## src/rtl/result_queue_reader_pkg.sv

```systemverilog
// Shared types, constants and the result-word decoder for the result queue reader.
package result_queue_reader_pkg;

  localparam int unsigned WORD_BITS          = 32;
  localparam int unsigned DEF_XBITS          = 12;
  localparam int unsigned DEF_YBITS          = 12;
  localparam int unsigned DEF_SCALE_BITS     = 8;
  localparam int unsigned DEF_COUNT_WIDTH    = 16;

  localparam logic [WORD_BITS-1:0] SENTINEL  = 32'hFFFF_FFFF;

  typedef enum logic [2:0] {
    S_IDLE,
    S_FETCH,
    S_LATCH,
    S_EMIT,
    S_EMIT_LAST,
    S_DONE
  } states_t;

  // Read side of the result queue, mirroring the write-side structs.
  typedef struct packed {
    logic rd_en;
  } rq_read_in_t;

  typedef struct packed {
    logic [WORD_BITS-1:0] data;
    logic                 empty;
  } rq_read_out_t;

  typedef struct packed {
    logic [WORD_BITS-1:0] x;
    logic [WORD_BITS-1:0] y;
    logic [WORD_BITS-1:0] scale;
  } det_rec_t;

  // Splits a packed word {x, y, scale}; x takes whatever sits above y and scale.
  function automatic det_rec_t decode_result(input logic [WORD_BITS-1:0] word,
                                             input int unsigned ybits,
                                             input int unsigned sbits);
    det_rec_t             rec;
    logic [WORD_BITS-1:0] ymask;
    logic [WORD_BITS-1:0] smask;
    ymask     = (32'd1 << ybits) - 32'd1;
    smask     = (32'd1 << sbits) - 32'd1;
    rec.x     = word >> (ybits + sbits);
    rec.y     = (word >> sbits) & ymask;
    rec.scale = word & smask;
    return rec;
  endfunction

endpackage

```

## src/rtl/result_queue_reader.sv

```systemverilog
// Drains the detection result queue and streams decoded (x, y, scale) records,
// flagging the all-ones sentinel as end-of-frame and counting detections.
module result_queue_reader
  import result_queue_reader_pkg::*;
#(
  parameter int unsigned XBITS       = DEF_XBITS,
  parameter int unsigned YBITS       = DEF_YBITS,
  parameter int unsigned SCALE_BITS  = DEF_SCALE_BITS,
  parameter int unsigned COUNT_WIDTH = DEF_COUNT_WIDTH
) (
  input  logic                   clk,
  input  logic                   reset,
  input  logic                   start,
  output logic                   busy,
  output logic                   done,
  output logic [COUNT_WIDTH-1:0] det_count,
  output logic                   rq_rd_en,
  input  logic [31:0]            rq_data,
  input  logic                   rq_empty,
  output logic                   out_valid,
  input  logic                   out_ready,
  output logic [XBITS-1:0]       out_x,
  output logic [YBITS-1:0]       out_y,
  output logic [SCALE_BITS-1:0]  out_scale,
  output logic                   out_last
);

  localparam logic [COUNT_WIDTH-1:0] COUNT_MAX = '1;

  states_t                 state_q, state_n;
  logic                    busy_n, done_n, out_valid_n, out_last_n;
  logic [COUNT_WIDTH-1:0]  det_count_n;
  logic [XBITS-1:0]        out_x_n;
  logic [YBITS-1:0]        out_y_n;
  logic [SCALE_BITS-1:0]   out_scale_n;
  rq_read_out_t            rq;
  det_rec_t                rec;

  assign rq  = '{data: rq_data, empty: rq_empty};
  assign rec = decode_result(rq.data, YBITS, SCALE_BITS);

  // Next-state, read strobe and next values of the registered outputs.
  always_comb begin
    state_n     = state_q;
    det_count_n = det_count;
    out_x_n     = out_x;
    out_y_n     = out_y;
    out_scale_n = out_scale;
    rq_rd_en    = 1'b0;

    case (state_q)
      S_IDLE: begin
        if (start) begin
          det_count_n = '0;
          state_n     = S_FETCH;
        end
      end
      S_FETCH: begin
        // A read during reset would pop a word the next run never sees.
        if (!rq.empty && !reset) begin
          rq_rd_en = 1'b1;
          state_n  = S_LATCH;
        end
      end
      S_LATCH: begin
        if (rq.data == SENTINEL) begin
          out_x_n     = '0;
          out_y_n     = '0;
          out_scale_n = '0;
          state_n     = S_EMIT_LAST;
        end else begin
          out_x_n     = XBITS'(rec.x);
          out_y_n     = YBITS'(rec.y);
          out_scale_n = SCALE_BITS'(rec.scale);
          state_n     = S_EMIT;
        end
      end
      S_EMIT: begin
        if (out_ready) begin
          if (det_count != COUNT_MAX) det_count_n = det_count + COUNT_WIDTH'(1);
          state_n = S_FETCH;
        end
      end
      S_EMIT_LAST: begin
        if (out_ready) state_n = S_DONE;
      end
      S_DONE: begin
        state_n = S_IDLE;
      end
      default: begin
        state_n = S_IDLE;
      end
    endcase

    busy_n      = (state_n != S_IDLE);
    done_n      = (state_n == S_DONE);
    out_valid_n = (state_n == S_EMIT) || (state_n == S_EMIT_LAST);
    out_last_n  = (state_n == S_EMIT_LAST);
  end

  always_ff @(posedge clk) begin
    if (reset) begin
      state_q   <= S_IDLE;
      busy      <= 1'b0;
      done      <= 1'b0;
      det_count <= '0;
      out_valid <= 1'b0;
      out_last  <= 1'b0;
      out_x     <= '0;
      out_y     <= '0;
      out_scale <= '0;
    end else begin
      state_q   <= state_n;
      busy      <= busy_n;
      done      <= done_n;
      det_count <= det_count_n;
      out_valid <= out_valid_n;
      out_last  <= out_last_n;
      out_x     <= out_x_n;
      out_y     <= out_y_n;
      out_scale <= out_scale_n;
    end
  end

endmodule

```

## config.mk

```make
export PLATFORM = sky130hd
export DESIGN_NAME = result_queue_reader
export DESIGN_NICKNAME = d
export VERILOG_FILES = /design/src/rtl/result_queue_reader_pkg.sv /design/src/rtl/result_queue_reader.sv
export SDC_FILE = /design/constraint.sdc
export NUM_CORES = 1
export LEC_CHECK = 0
export BUFFER_PORTS_ARGS = -buffer_cell sky130_fd_sc_hd__buf_2
export CORE_UTILIZATION = 27
export DETAILED_ROUTE_END_ITERATION = 8
export RECOVER_POWER = 25
export SLEW_MARGIN = 30
export SYNTH_ARGS = -nofsm -noshare
export SYNTH_HDL_FRONTEND = slang
export SYNTH_SLANG_ARGS = --single-unit
```

## constraint.sdc

```tcl
create_clock -name clk -period 2.4 [get_ports clk]
set_input_delay 0.12 -clock clk [delete_from_list [all_inputs] [get_ports clk]]
set_output_delay 0.12 -clock clk [all_outputs]
set_load 0.02 [all_outputs]
```

==> results.md <==
- Outcome: finished, final reports clean
- Synth area leader: dfxtp_1
- Post_cts resized: 0
- Worst-path maximum fanout: 11
- Cells after synthesis: 220
- Layout cell share with drive strength beyond 1: 0.265
- Port bufs: 89
- Slowest CP cell: nor4b_1
- Synth warn: 0
- Crit-path max cell delay: 520 ps
- Fin. Hold Viols: 0
- Starting Density: 0.282
- GPL Wtd Cong: 0.802
- Rows: 32
- Worst Max-Slew Pin Slew: 658 ps
- Die Span Y: 92.1 µm
- Fmax achieved: 0.465 GHz
- Critical Path RT: 2640 ps
- Most frequent cells in the layout: buf_2 (62), dfxtp_1 (55), a22o_1 (32)
- Ports: 90
- 1st-pass router iterations: 4
- Slew headroom: 0.557
- Root Driver: clkbuf_8
- Synth async-reset ratio: 0
- DR vias: 1990
- Syn_nets: 258
- Routed met3 length: 427 µm
- Worst path most repeated cell: or4_1
- Post-synth cell types: 41
- Post-Syn Area per Cell: 9.95 µm²
- Power per cell area: 581 nW/µm²
- RSZ-0062 raised after global routing: no
- CORE AREA: 7770 µm²
- Die Wd: 92.1 µm
- Bufs on Longest Clock Path: 2
- Tot Pwr: 1.62 mW
- Max layer used: met4
- Main area contributors after synthesis: dfxtp_1 (50%), a22o_1 (13%), xor2_1 (3.6%)
- Post-Route Utilization: 0.358
- Global-route wire length before repair: 8820 µm
- Critical path capture point type: flop
- Post-synth EDFFs: 0
- Seq/Total Area, Yosys: 0.503
- Max Slew Vio Count: 0
- DIE AREA: 8470 µm²
- Count of hold-fix buffers inserted at cts: 0
- Crit-path cells: nor4b_1, or4_1, o21ai_2, or4_1, a21oi_1
- Setup Skew: 9.61 ps
- Hold WC Path Type: input port to flop
- Non-Filler Instances: 408
- CTS clk-pin slew, worst paths: 110 ps
- DRT iter0 DRCs: 67
- Routed WL per cell: 13.0 µm
- Synthesized flop and latch total: 55
- Clock latency on the worst-skew pair: 310 ps
- Pin count of the biggest net entering global routing: 33
- # DRC: 0
- Type of origin of the critical path: flop
- H-tree depth: 2
- Leakage: 1.11 nW
- # setup viols final: 0
- Vias/cell: 4.88
- Netlist Area Pre-Place: 2190 µm²
- Post-Place Cells: 400
- Met1 wire length: 2490 µm
- Total track usage: 0.131
- Synth top area share: 0.503
- VDD IR max: 0.216 mV
- DRT Wirelength: 5290 µm
- Initial antenna violation count: 0
- Max-cap viol count: 0
- Main synth FF type: dfxtp_1
- Setup Fix Bufs, Post-CTS: 0
- Synth-to-layout area growth: 27.1%
- Commonest non-fill, non-tap cell in the layout: buf_2
- Net count, final: 343
- Post-route ant nets: 0
- WHS: 35.3 ps
- Clock sink count: 55
- Post-route setup TNS: 0 ps
- HPWL after detailed placement: 3910 µm
- Vias in the first global route: 1833
- CTS tree: built
- Metal2 WL: 2340 µm
- Worst path arrival time: 2390 ps
- Inserted Diodes: 0
- Inserted Clock Buffers: 5
- GR Overflow Total: 0
- CP Class: flop to flop
- Setup slack, reg-to-reg: 250 ps
- Tmin final: 2150 ps
- Period utilization: 0.895
==> flip-flops by register name (all words and copies together), names as in the netlist <==
signal / count
det_count: 16
out_y: 12
busy: 1
out_valid: 1
done: 1
state_q: 3
out_scale: 8
out_x: 12
out_last: 1
==> worst paths after layout <==
path | cells past startpoint | end | from
max | 5 | det_count[6]$_SDFFE_PP0P_ | state_q[0]$_SDFF_PP0_
min | 2 | out_scale[2]$_SDFFE_PP0P_ | rq_data[2]
max reg2reg | 5 | det_count[6]$_SDFFE_PP0P_ | state_q[0]$_SDFF_PP0_
min reg2reg | 1 | out_scale[7]$_SDFFE_PP0P_ | out_scale[7]$_SDFFE_PP0P_
==> critical path, delay by kind of cell (launching register included) <==
family	cells	cell delay (ps)
AND/OR/NAND/NOR	3	1380
AO/OA/AOI/OAI	2	320
flip-flops	1	400
==> cell families after synthesis <==
| family | Yosys count | synth area share |
|---|---|---|
| and+or+nand+nor | 70 | 0.176 |
| buffers and inverters | 18 | 0.0389 |
| DFF | 55 | 0.503 |
| xor gates and xnor gates | 10 | 0.0400 |
| AOI/OAI and AO/OA | 66 | 0.237 |
| adders and majority gates | 1 | 0.00571 |
==> synth_stat cells (2+ instances only) <==
cell       instances
nand2b_1           2
dfxtp_1           55
or4_1              2
a22o_1            32
o21ai_2            2
nor3_1             3
o211ai_1           4
nand3_1            4
clkbuf_1          11
nor2b_1            3
xor2_1             9
o21ai_0            7
nand4_1           10
nand2_1           10
nand4b_1           2
o2111ai_1          3
nor4_1             3
or3_1              5
buf_2              2
a21oi_1           11
buf_6              2
inv_1              3
nor2_1            16
and2_1             2
==> layout make-up <==
cell class,count,area [µm²]
Clock buffer,5,68.8
Clock inverter,3,22.5
Fill cell,823,4980
Inverter,3,11.3
Multi-Input combinational cell,147,1010
Sequential cell,55,1100
Tap cell,102,128
Timing Repair Buffer,93,442
==> metrics by stage <==
stage                     instance area [µm²]  worst slack (ps)
after CTS                                2820               259
after detailed placement                 2730               281
final                                    2780               251
after global placement                   2730               418
after global routing                     2780              62.2
after floorplan                          2190               429
==> where the power goes <==
| part | internal, mW | switching, mW | total (mW) |
|---|---|---|---|
| sequential | 0.930 | 0.0140 | 0.944 |
| clock | 0.210 | 0.313 | 0.523 |
| combinational | 0.0587 | 0.0902 | 0.149 |
| total | 1.20 | 0.417 | 1.62 |
==> metal layers <==
metal	track usage	vias to the layer above
met5	0	-
met4	0.0352	0
met1	0.172	910
li1	-	991
met2	0.204	85
met3	0.0448	4
Note: power is estimated with default switching activity, not from simulation.
